===== src/rtl/mulacc_sched_pkg.sv =====
// Shared types and helpers for the mulacc round-robin scheduler.
//   sched_state_t : scheduler FSM states
//   DEF_NREQ      : default number of requesters
//   DEF_WIDTH     : default operand/accumulator width
//   rr_next()     : round-robin pointer advance, (ptr + 1) mod nreq
package mulacc_sched_pkg;

    typedef enum logic [1:0] {
        IDLE,
        ISSUE,
        COMMIT,
        RESP
    } sched_state_t;

    localparam int unsigned DEF_NREQ  = 4;
    localparam int unsigned DEF_WIDTH = 8;

    function automatic int unsigned rr_next(input int unsigned ptr,
                                            input int unsigned nreq = DEF_NREQ);
        return (ptr + 1 >= nreq) ? 0 : ptr + 1;
    endfunction

endpackage


===== src/rtl/mulacc_sched_rr_arbiter.sv =====
// Combinational round-robin arbiter.
//   req     : request vector, one bit per requester
//   ptr     : highest-priority requester index for this decision
//   gnt     : one-hot grant (all zero when no request)
//   gnt_idx : index of the granted requester
//   any     : at least one request present
module rr_arbiter
    import mulacc_sched_pkg::*;
#(
    parameter int unsigned NREQ = DEF_NREQ,
    parameter int unsigned IDW  = $clog2(NREQ)
) (
    input  logic [NREQ-1:0] req,
    input  logic [IDW-1:0]  ptr,
    output logic [NREQ-1:0] gnt,
    output logic [IDW-1:0]  gnt_idx,
    output logic            any
);

    int unsigned    idx;
    logic [IDW-1:0] sel;

    // Scan NREQ positions starting at ptr, wrapping; the first requester hit wins.
    always_comb begin
        gnt     = '0;
        gnt_idx = '0;
        any     = 1'b0;
        idx     = 0;
        sel     = '0;
        for (int unsigned k = 0; k < NREQ; k++) begin
            idx = 32'(ptr) + k;
            if (idx >= NREQ) begin
                idx = idx - NREQ;
            end
            sel = IDW'(idx);
            if (!any && req[sel]) begin
                any      = 1'b1;
                gnt[sel] = 1'b1;
                gnt_idx  = sel;
            end
        end
    end

endmodule


===== src/rtl/mulacc_sched.sv =====
// Round-robin scheduler sharing one mulacc unit among NREQ requesters.
//   clk, reset              : clock, synchronous active-high reset (shared with mulacc)
//   req_valid/req_x/req_ready : per-requester operand handshake (req_ready one-hot, IDLE only)
//   rsp_valid/rsp_ready     : per-requester response handshake (rsp_valid one-hot)
//   rsp_data, rsp_ovf       : accumulator and sticky overflow returned in RESP
//   mac_en, mac_x           : two-cycle enable sequence (multiply, commit) to mulacc
//   mac_out, mac_overflow   : mulacc results
//   busy                    : high in any state other than IDLE
//   ovf_owner(_vld)         : requester whose operation first raised overflow
module mulacc_sched
    import mulacc_sched_pkg::*;
#(
    parameter  int unsigned NREQ  = DEF_NREQ,
    parameter  int unsigned WIDTH = DEF_WIDTH,
    localparam int unsigned IDW   = $clog2(NREQ)
) (
    input  logic                  clk,
    input  logic                  reset,
    input  logic [NREQ-1:0]       req_valid,
    input  logic [NREQ*WIDTH-1:0] req_x,
    output logic [NREQ-1:0]       req_ready,
    output logic [NREQ-1:0]       rsp_valid,
    input  logic [NREQ-1:0]       rsp_ready,
    output logic [WIDTH-1:0]      rsp_data,
    output logic                  rsp_ovf,
    output logic                  mac_en,
    output logic [WIDTH-1:0]      mac_x,
    input  logic [WIDTH-1:0]      mac_out,
    input  logic                  mac_overflow,
    output logic                  busy,
    output logic [IDW-1:0]        ovf_owner,
    output logic                  ovf_owner_vld
);

    sched_state_t     state;
    logic [IDW-1:0]   ptr;
    logic [IDW-1:0]   gnt_q;
    logic [WIDTH-1:0] x_q;

    logic [NREQ-1:0]  arb_gnt;
    logic [IDW-1:0]   arb_idx;
    logic             arb_any;
    logic [WIDTH-1:0] req_x_arr [NREQ];

    always_comb begin
        for (int unsigned i = 0; i < NREQ; i++) begin
            req_x_arr[i] = req_x[i*WIDTH +: WIDTH];
        end
    end

    rr_arbiter #(
        .NREQ (NREQ),
        .IDW  (IDW)
    ) u_arb (
        .req     (req_valid),
        .ptr     (ptr),
        .gnt     (arb_gnt),
        .gnt_idx (arb_idx),
        .any     (arb_any)
    );

    // Accept strobe is combinational in IDLE; suppressed while reset is held so
    // a requester never sees an accept that the FSM does not act on.
    always_comb begin
        req_ready = '0;
        rsp_data  = '0;
        rsp_ovf   = 1'b0;
        if (state == IDLE && !reset) begin
            req_ready = arb_gnt;
        end
        if (state == RESP) begin
            rsp_data = mac_out;
            rsp_ovf  = mac_overflow;
        end
    end

    // mac_en is high exactly in ISSUE and COMMIT, so it also gates the operand.
    assign mac_x = mac_en ? x_q : '0;

    always_ff @(posedge clk) begin
        if (reset) begin
            state         <= IDLE;
            ptr           <= '0;
            gnt_q         <= '0;
            x_q           <= '0;
            mac_en        <= 1'b0;
            busy          <= 1'b0;
            rsp_valid     <= '0;
            ovf_owner     <= '0;
            ovf_owner_vld <= 1'b0;
        end else begin
            case (state)
                IDLE: begin
                    if (arb_any) begin
                        x_q    <= req_x_arr[arb_idx];
                        gnt_q  <= arb_idx;
                        mac_en <= 1'b1;
                        busy   <= 1'b1;
                        state  <= ISSUE;
                    end
                end
                ISSUE: begin
                    state <= COMMIT;
                end
                COMMIT: begin
                    mac_en    <= 1'b0;
                    rsp_valid <= NREQ'(1) << gnt_q;
                    state     <= RESP;
                end
                RESP: begin
                    if (mac_overflow && !ovf_owner_vld) begin
                        ovf_owner     <= gnt_q;
                        ovf_owner_vld <= 1'b1;
                    end
                    if (rsp_ready[gnt_q]) begin
                        rsp_valid <= '0;
                        busy      <= 1'b0;
                        ptr       <= IDW'(rr_next(32'(gnt_q), NREQ));
                        state     <= IDLE;
                    end
                end
                default: begin
                    state <= IDLE;
                end
            endcase
        end
    end

endmodule


===== config.mk =====
export PLATFORM = sky130hd
export DESIGN_NAME = mulacc_sched
export DESIGN_NICKNAME = d
export VERILOG_FILES = /design/src/rtl/mulacc_sched_pkg.sv /design/src/rtl/mulacc_sched_rr_arbiter.sv /design/src/rtl/mulacc_sched.sv
export SDC_FILE = /design/constraint.sdc
export NUM_CORES = 1
export LEC_CHECK = 0
export BUFFER_PORTS_ARGS = -buffer_cell sky130_fd_sc_hd__buf_2
export CORE_ASPECT_RATIO = 1.2
export CORE_MARGIN = 2
export CORE_UTILIZATION = 43
export DETAILED_ROUTE_END_ITERATION = 16
export GPL_TIMING_DRIVEN = 0
export HOLD_SLACK_MARGIN = 0.08
export PLACE_DENSITY = 0.76
export SETUP_SLACK_MARGIN = 0.15
export SLEW_MARGIN = 40
export SYNTH_ARGS = -nofsm -noshare
export SYNTH_HDL_FRONTEND = slang
export SYNTH_SLANG_ARGS = --single-unit

===== constraint.sdc =====
create_clock -name clk -period 2.87 [get_ports clk]
set_clock_uncertainty 0.2 [all_clocks]
set_input_delay 0.1435 -clock clk [delete_from_list [all_inputs] [get_ports clk]]
set_output_delay 0.1435 -clock clk [all_outputs]
set_load 0.02 [all_outputs]

Word level (Yosys, flattened, before mapping)
Index checks and enable logic that the tools add are counted.
- output and inout bits: 30
- register bits after elaboration: 23
- input bits: 51
- reductions and logical operators: 25
- shift-type cells: 1
- order comparisons: 15
- $add $sub $neg: 8
- bitwise operators: 4
- equality and inequality tests: 5
- multiplexer cells: 51
- operators with widths (cell ; number):
    two-way mux 8 bit ; 4
    two-way mux 4 bit ; 6
    two-way mux 2 bit ; 11
    binary-select mux 8 bit (select 2 bit) ; 1
    two-way mux 1 bit ; 16
    greater-or-equal comparator 3 bit (second input constant) ; 5
    less-than comparator 2 x 3 -> 1 bit (second input constant) ; 5
    bitwise OR 4 bit ; 3
    AND reduction 2 bit ; 6
    binary-select mux 1 bit (select 2 bit) ; 5
    logical AND 1 bit ; 9
    demux 1 bit (select 2 bit) ; 4
    greater-or-equal comparator 2 x 1 -> 1 bit (second input constant) ; 4
    one-hot mux 2 bit (4 select lines) ; 1
    one-hot mux 4 bit (2 select lines) ; 1
    subtractor 2 x 1 -> 2 bit (second input constant) ; 4
    adder 2 x 1 -> 3 bit (second input constant) ; 2
    adder 2 x 2 -> 3 bit (second input constant) ; 2
    nonzero test 2 bit ; 3
    logical NOT 1 bit ; 5
    == test 2 bit (second input constant) ; 2
    one-hot mux 1 bit (2 select lines) ; 2
    << shifter 1 x 2 -> 4 bit (first input constant) ; 1
    greater-or-equal comparator 2 x 3 -> 1 bit (second input constant) ; 1
    6 further kinds ; 6

Longest topological paths before layout
Gate-level depths: netlist of the first run.
- word-level depth: 18
- mapped depth: 11
- gate-level depth less buffers: 8

Cells and area by module
Synthesis of the first run repeated with hierarchy kept, for this count alone.
- cells, all modules: 203
- area, all modules: 1873.0 um2
- by module, submodules not included (module ; area an instance (um2) ; instances ; sequential area each (um2) ; cells an instance):
    mulacc_sched ; 1451.4 ; 1 ; 460.4 ; 158
    rr_arbiter ; 421.7 ; 1 ; 0.0 ; 45

Least setup slack after synthesis of the first run
Ideal clock, no wire load.
- path type: register to output
- from: reg ptr[0]
- to: out req_ready[0]
- slack: 0.127 ns
- stages on the path, launching flop included: 11
- data arrival time: 2.400 ns
- path through: dfxtp_1 > buf_6 > inv_1 > ha_1 > clkbuf_1 > nand3b_1 > o21ai_0 > a22oi_1 > o21ai_0 > a221oi_1 > nor2_1
- longest elaborated chain between the ends: 15
- elaborated cells between the ends (all ways): 60
- those cells by class: 7 x add/sub; 12 x order compare; 28 x mux; 3 x bitwise; 10 x reduce/logical
- ends and longest elaborated chain (element ; line ; text):
    from (decl) ; mulacc_sched.sv:36 ; logic [IDW-1:0] ptr;
    from (signal assigned) ; mulacc_sched.sv:118 ; ptr <= IDW'(rr_next(32'(gnt_q), NREQ));
    parallel branches: the longest is 13 deep, another holds adder 2 x 1 -> 3 bit ; - ;
    two-way mux 4 bit (*) ; mulacc_sched_rr_arbiter.sv:36 ; if (!any && req[sel]) begin
    two-way mux 4 bit (*) ; mulacc_sched.sv:68 ; if (state == IDLE && !reset) begin
    to (decl) ; mulacc_sched.sv:21 ; output logic [NREQ-1:0] req_ready,
Mark *: on every way between the ends. The select of a mux whose other input is x is not followed.

Worst setup path in the final report of the first run
- from: reg ptr[0]
- to: reg x_q[6]
- longest elaborated chain between the ends: 18
- elaborated cells between the ends (all ways): 42
- those cells by class: 7 x add/sub; 4 x order compare; 23 x mux; 1 x bitwise; 7 x reduce/logical
- ends and longest elaborated chain (element ; line ; text):
    parallel branches: the longest is 18 deep, another holds adder 2 x 1 -> 3 bit ; - ;
    to (signal assigned) ; mulacc_sched.sv:95 ; x_q <= req_x_arr[arb_idx];
    to (decl) ; mulacc_sched.sv:38 ; logic [WIDTH-1:0] x_q;
Parallel ways; which one is timed is not known. The select of a mux whose other input is x is not followed.
A chain may end at the register's enable or synchronous reset.

==> metrics, run 1 <==
run status=complete, no violations; leak pwr=1.326 nW; critical path class=flop to flop; Final Setup Violations=0; routed vias/inst=5.248; multi-input logic area=0.001316 mm2; Peak supply drop=0.0002659 V; routability cong.=0.7656; final wirelength=5990 um; WHS Path Cells=5; FF-to-FF setup slack=0.19 ns; post-synth top area share=25.33%; I/O pin total=81; reg2reg end=x_q[6]; worst r2r src=ptr[0]; Max FO, Critical Path=10; first-pass GRT wire length=9218 um; Vert. Die Dim=75.23 um; synthesized flop and latch total=23; crit path DAT=2.61 ns; HP Class=input pin to flop; drc violations=0; IO Port Bufs=78; FILL cells=315; Vias=2052; Overall Global Routing Usage=24.46%; share of layout cells above drive strength 1=36.61%; startpoint types=flop; DP HPWL=3424 um; Distinct cells, synth=35; commonest non-fill, non-tap cell in the layout=buf_2; register area=467.9 um2; sequential share of the synthesized area=25.33%; syn nets=274; Initial Utilization=45.41%; Starting DRT DRC Count=78; TritonCTS buffer count=3; HP Start=req_valid[3]; clk buf depth=2; Max H-tree Level=1; antenna violations before repair=0; worst slew pin tran=0.7978 ns; clk_lat worst skew=0.26 ns; PwrDens=557.5 mW/mm2; # rows=25; relative slew slack=46.33%; Yosys Warn Count=0; first-pass detailed-route iteration total=4; Worst-path clk slew=0.08 ns; GRT overflow=0; Worst setup EP type=flop; Worst EP required=2.80 ns; Tcrit/Tclk final=93.32%; Sink Count=23; post-layout instance area=0.002867 mm2; largest net degree at the start of global routing=14; Routed Antenna Nets=0; CTS root buf=clkbuf_8; WL per Instance=15.32 um; Final Hold Viols=0; Setup TNS=0 ns; Die Footprint=0.004766 mm2; R2R depth=10; clock period minus worst slack=2.678 ns; mean post-synth cell area=8.740 um2; Die Wd=63.36 um; mapped cell area=0.001818 mm2; Syn Inst Count=208; vias in the first global route=1971; TritonCTS clock tree=yes; post-synth top area cell=dfxtp_1; fmax=373.4 MHz; most frequent cells in the layout=77 x buf_2, 35 x dlygate4sd3_1, 31 x nor2_1; # nets final=403; RSZ-0062 raised after global routing=yes; Layout area overhead=57.67%; top area cells in the synthesized netlist=dfxtp_1 25%, mux2i_1 13%, ha_1 10%, nor2_1 6.4%, and2_1 5.8%; Tot Pwr=1.598 mW; placed cell area=0.002278 mm2; MaxCap Viol Count=0; Hold Crit Endpoint=busy; Core Area=0.004004 mm2; max-slew violation count=0
==> logic make-up (layout without fill, tap and decap cells) <==
logic type / Yosys count / in the layout / share of synthesized area (%)
and+or+nand+nor: 81 / 81 / 22.23
AOI/OAI and AO/OA: 42 / 42 / 17.14
adders and majority gates: 15 / 15 / 10.32
xor gates and xnor gates: 1 / 1 / 0.4818
other: 0 / 1 / 0
muxes: 28 / 28 / 18.17
buffers and inverters: 18 / 146 / 6.331
DFF: 23 / 23 / 25.33
==> worst max-delay path by stage <==
| stage | slack, ns | cells past startpoint | startpoint | endpoint |
|---|---|---|---|---|
| floorplan | 0.18 | 10 | ptr[0] | x_q[0] |
| global placement | -0.13 | 10 | ptr[0] | x_q[7] |
| detailed placement | -0.18 | 10 | ptr[0] | x_q[7] |
| CTS | 0.16 | 11 | ptr[0] | req_ready[0] |
| global route | 0.10 | 11 | ptr[0] | req_ready[0] |
| finish | 0.19 | 10 | ptr[0] | x_q[6] |
==> metrics by stage <==
| step | worst slack, ns | std cells | hold WS, ns | util (%) |
|---|---|---|---|---|
| floorplan | 0.1841 | 208 | 0.1431 | - |
| global placement | -0.1339 | 340 | 0.2345 | 56.91 |
| detailed placement | -0.1758 | 340 | 0.2412 | 56.91 |
| CTS | 0.1562 | 386 | 0.1996 | 69.50 |
| global route | 0.1033 | 390 | 0.2620 | 71.53 |
| finish | 0.1918 | 391 | 0.2190 | 71.59 |
==> registers in the layout (all words and copies together) (netlist names) <==
name           cells
busy               1
gnt_q              2
mac_en             1
ovf_owner          2
ovf_owner_vld      1
ptr                2
rsp_valid          4
state              2
x_q                8
==> worst max-delay path, cell delays in order (launching register included) <==
cell	delay [ns]
dfxtp_4	0.37
buf_12	0.13
clkinvlp_4	0.12
ha_4	0.29
mux4_2	0.38
nor2b_4	0.20
nor2_2	0.08
o21ai_4	0.19
buf_12	0.17
mux2i_2	0.26
o221ai_1	0.16
==> report_power, final <==
| group | internal (mW) | switching [mW] |
|---|---|---|
| Clock | 0.0967 | 0.0975 |
| Combinational | 0.414 | 0.477 |
| Sequential | 0.416 | 0.0960 |
| Total | 0.927 | 0.671 |
==> synthesized netlist by cell type (all sizes together) <==
library cell	n
nor2	32
mux2i	25
dfxtp	23
and2	17
ha	15
nand2	13
a22oi	10
o21ai	8
o221ai	8
buf	7
inv	7
nor2b	7
a21oi	5
a221oi	5
clkbuf	4
a211oi	3
mux4	3
and2b	2
nand2b	2
nand3	2
nor3	2
nor4	2
o211ai	2
a22o	1
nand3b	1
nand4	1
xnor2	1
==> metal layers <==
| layer | routed length (um) | GRT usage, % | vias to the layer above |
|---|---|---|---|
| li1 | - | - | 1004 |
| met1 | 2202 | 25.53 | 954 |
| met2 | 3285 | 48.30 | 76 |
| met3 | 298 | 4.335 | 18 |
| met4 | 204 | 10.63 | 0 |
| met5 | 0 | 0 | - |
==> cell type report <==
cell class / count / area share (%)
Antenna cell: 1 / 0.08730
Buffer: 11 / 3.754
Clock buffer: 3 / 1.440
Clock inverter: 1 / 0.1746
Inverter: 7 / 1.048
Multi-Input combinational cell: 167 / 45.92
Sequential cell: 23 / 16.32
Tap cell: 54 / 2.357
Timing Repair Buffer: 124 / 28.90
==> timing repair <==
item,CTS,global route
resized for setup,11,13
pin swaps,4,4
endpoints found under the setup margin,12,12
buffers inserted,7,4
hold buffers,35,0
endpoints found under the hold margin,10,0
No activity file was read; power rests on OpenSTA's default activity.
==> run 2, diff against run 1 <==
--- a/config.mk
+++ b/config.mk
@@ -12,9 +12,10 @@
 export DETAILED_ROUTE_END_ITERATION = 16
 export GPL_TIMING_DRIVEN = 0
 export HOLD_SLACK_MARGIN = 0.08
-export PLACE_DENSITY = 0.76
+export PLACE_DENSITY = 0.75
 export SETUP_SLACK_MARGIN = 0.15
 export SLEW_MARGIN = 40
 export SYNTH_ARGS = -nofsm -noshare
 export SYNTH_HDL_FRONTEND = slang
+export SYNTH_HIERARCHICAL = 1
 export SYNTH_SLANG_ARGS = --single-unit
==> run 2 against run 1 <==
  * Global-route usage decreased by 5.0 points
  * Fmax decreased by 4.6%
  * Largest power group unchanged
  * Routed wire length decreased by 20%
  * Count of clock-buffer cells in the layout unchanged
  * Utilization decreased by 10 points
  * Worst hold slack got worse by 0.062 ns
==> metrics, run 2 <==
run status=complete, no violations; Starting DRT DRC Count=64 (-18%); relative slew slack=64.11% (+18 points); MaxCap Viol Count=0 (unchanged); leak pwr=1.196 nW (-9.8%); Reg with most FFs=x_q; startpoint types=flop; Die Footprint=0.004902 mm2 (+2.9%); crit path DAT=2.74 ns (+0.13 ns); fmax=356.2 MHz (-4.6%); Worst setup EP type=flop; placed cell area=0.002360 mm2 (+3.6%); Max H-tree Level=1 (unchanged); drc violations=0 (unchanged); Bufs and invs on worst path=4 (+1); worst slew pin tran=0.5383 ns (-0.2594 ns); Final Hold Viols=0 (unchanged); Async S/R FF share, synth=0% (unchanged); largest net degree at the start of global routing=14 (unchanged); max-slew violation count=0 (unchanged); IO Port Bufs=79 (+1.3%); RSZ-0062 raised after global routing=yes; ANT cells=0 (-1); Peak supply drop=0.0002684 V (+0.93%); Layout area overhead=38.01%; clk_lat worst skew=0.26 ns (about the same); Overall Global Routing Usage=19.50% (-5.0 points); routability cong.=0.7343 (-4.1%); antenna violations before repair=0 (unchanged); most frequent cells in the layout=76 x buf_2, 26 x nand2_1, 22 x and2_1; post-layout instance area=0.002585 mm2 (-9.8%); Yosys Warn Count=6 (+6); Synth Flop Type=dfxtp_1; final wirelength=4788 um (-20%); first-pass detailed-route iteration total=7 (+3); TritonCTS buffer count=3 (unchanged); vias in the first global route=1757 (-11%); CP cell instances=buf_8 > inv_4 > ha_4 > mux4_2 > buf_6 > and2b_2 > o21ai_2 > o31ai_4 > buf_4 > mux4_2 > nand2_2 > a21oi_1; Commonest cells post-synth=27 x nand2_1, 23 x dfxtp_1, 22 x and2_1; commonest non-fill, non-tap cell in the layout=buf_2; Crit path largest cell delay=0.53 ns (+0.15 ns); Vert. Die Dim=76.30 um (+1.4%); post-synth top area share=24.58% (-0.74 points); syn nets=267 (-2.6%); EDFF count, synth=0 (unchanged); Die Wd=64.25 um (+1.4%); biggest regs=x_q (8), rsp_valid (4); Worst-path clk slew=0.08 ns (about the same); worst slack at placement=-0.1710 ns (+0.004751 ns); WL per Instance=13.34 um (-13%); first-pass GRT wire length=7803 um (-15%); placed cells=338 (-0.59%); PwrDens=596.2 mW/mm2 (+7.0%); synthesized flop and latch total=23 (unchanged); CTS root buf=clkbuf_8; routed vias/inst=5.309 (+1.2%); Syn Inst Count=203 (-2.4%); HP Class=input pin to flop; final std cells w/o fill=359 (-8.2%); Core Area=0.004229 mm2 (+5.6%); sequential share of the synthesized area=24.58% (-0.74 points); Distinct cells, synth=40 (+14%); post-synth top area cell=dfxtp_1; clock period minus worst slack=2.807 ns (+0.1288 ns); Routed Antenna Nets=0 (unchanged); CP max-delay cell=mux4_2; Setup TNS=0 ns (unchanged); DP HPWL=3641 um (+6.3%); # nets final=368 (-8.7%); mean post-synth cell area=9.227 um2 (+5.6%); I/O pin total=81 (unchanged); Initial Utilization=44.29% (-1.1 points); clk buf depth=2 (unchanged); Crit path top cell by count=mux4_2; GRT overflow=0 (unchanged); Max FO, Critical Path=6 (-4); register area=467.9 um2 (unchanged); critical path class=flop to flop; multi-input logic area=0.001313 mm2 (-0.28%); max reg flops=8 (unchanged); # rows=26 (+4.0%); share of layout cells above drive strength 1=44.22% (+7.6 points); FILL cells=387 (+23%); most common cell in the netlist=nand2_1; mapped cell area=0.001873 mm2 (+3.0%); Worst EP required=2.81 ns (about the same); TritonCTS clock tree=yes; Final Setup Violations=0 (unchanged); Tcrit/Tclk final=97.81% (+4.5 points); Vias=1906 (-7.1%); Setup WS post-layout=0.06296 ns (-0.1288 ns); Sink Count=23 (unchanged); top area cells in the synthesized netlist=dfxtp_1 25%, mux4_2 13%, ha_1 8.7%, and2_1 7.3%, nand2_1 5.4%; final core utilization=61.12% (-10 points); crit-path leading delay family=multiplexers
-- run 2: changes by cell type in the layout (fill, tap and decap cells not counted), moves of 7 or more --
cell / delta
a21oi_1: +10
dlygate4sd3_1: -33
nor2_1: -24
mux2i_1: -13
mux4_2: +9
nand2_1: +13
o221ai_1: -7
-- run 2: path summary, 6_finish.rpt --
check	start	end	slack (ns)	depth (start not counted)
worst min-delay path	req_x[22]	x_q[6]	0.16	4
worst max-delay path	ptr[0]	x_q[5]	0.06	12
worst min register to register	x_q[1]	x_q[1]	0.25	2
worst max register to register	ptr[0]	x_q[5]	0.06	12
-- run 2: cell families (layout without fill, tap and decap cells) --
group                    count (synthesis)  in the layout  synth area share [%]
AND/OR/NAND/NOR                         75             75                 21.78
AO/OA/AOI/OAI                           47             47                 17.17
flip-flops                              23             23                 24.58
buffers and inverters                   23            123                 6.880
multiplexers                            22             22                 20.91
adder cells (fa/ha/maj)                 13             13                 8.684
-- run 2: cell type report --
cell class	count	area share [%]
plain buffers	13	3.969
clock buffers	3	1.597
clock inverters	1	0.1936
inverters	10	1.549
multi-input cells	157	50.77
flip-flops and latches	23	18.10
well taps	56	2.711
repair buffers	96	21.10
-- run 2: worst reg2reg max path: stages (launching register included) --
cell	delay (ns)
dfxtp_4	0.37
buf_8	0.12
inv_4	0.04
ha_4	0.26
mux4_2	0.29
buf_6	0.15
and2b_2	0.22
o21ai_2	0.07
o31ai_4	0.07
buf_4	0.21
mux4_2	0.53
nand2_2	0.10
a21oi_1	0.06
-- run 2: what timing repair did --
item                                    CTS  global route
buffers inserted                         11             3
gates cloned                              1             0
pin swaps                                 3             1
hold buffers                              2             0
resized for setup                         9            10
hold endpoints to repair                  4             0
endpoints found under the setup margin   14            14
-- run 2: through the flow --
step           hold slack, ns  power, mW
6_report               0.1573      1.541
3_3_place_gp           0.1911      1.254
2_1_floorplan          0.1673      1.059
5_1_grt                0.1849      1.658
4_1_cts                0.1600      1.523
3_5_place_dp           0.1937      1.277
-- run 2: where the power goes --
group,internal (mW),switching [mW]
combinational,0.404,0.464
clock,0.0969,0.106
sequential,0.404,0.0675
total,0.904,0.637
-- run 2: metal layers --
| layer | vias to the layer above | share of wire (%) | routed length [um] | GRT usage [%] |
|---|---|---|---|---|
| met2 | 55 | 53 | 2554 | 35.31 |
| met3 | 9 | 3.8 | 184 | 2.216 |
| li1 | 931 | - | - | - |
| met5 | - | 0 | 0 | 0 |
| met1 | 911 | 41 | 1959 | 23.16 |
| met4 | 0 | 1.9 | 90 | 7.447 |
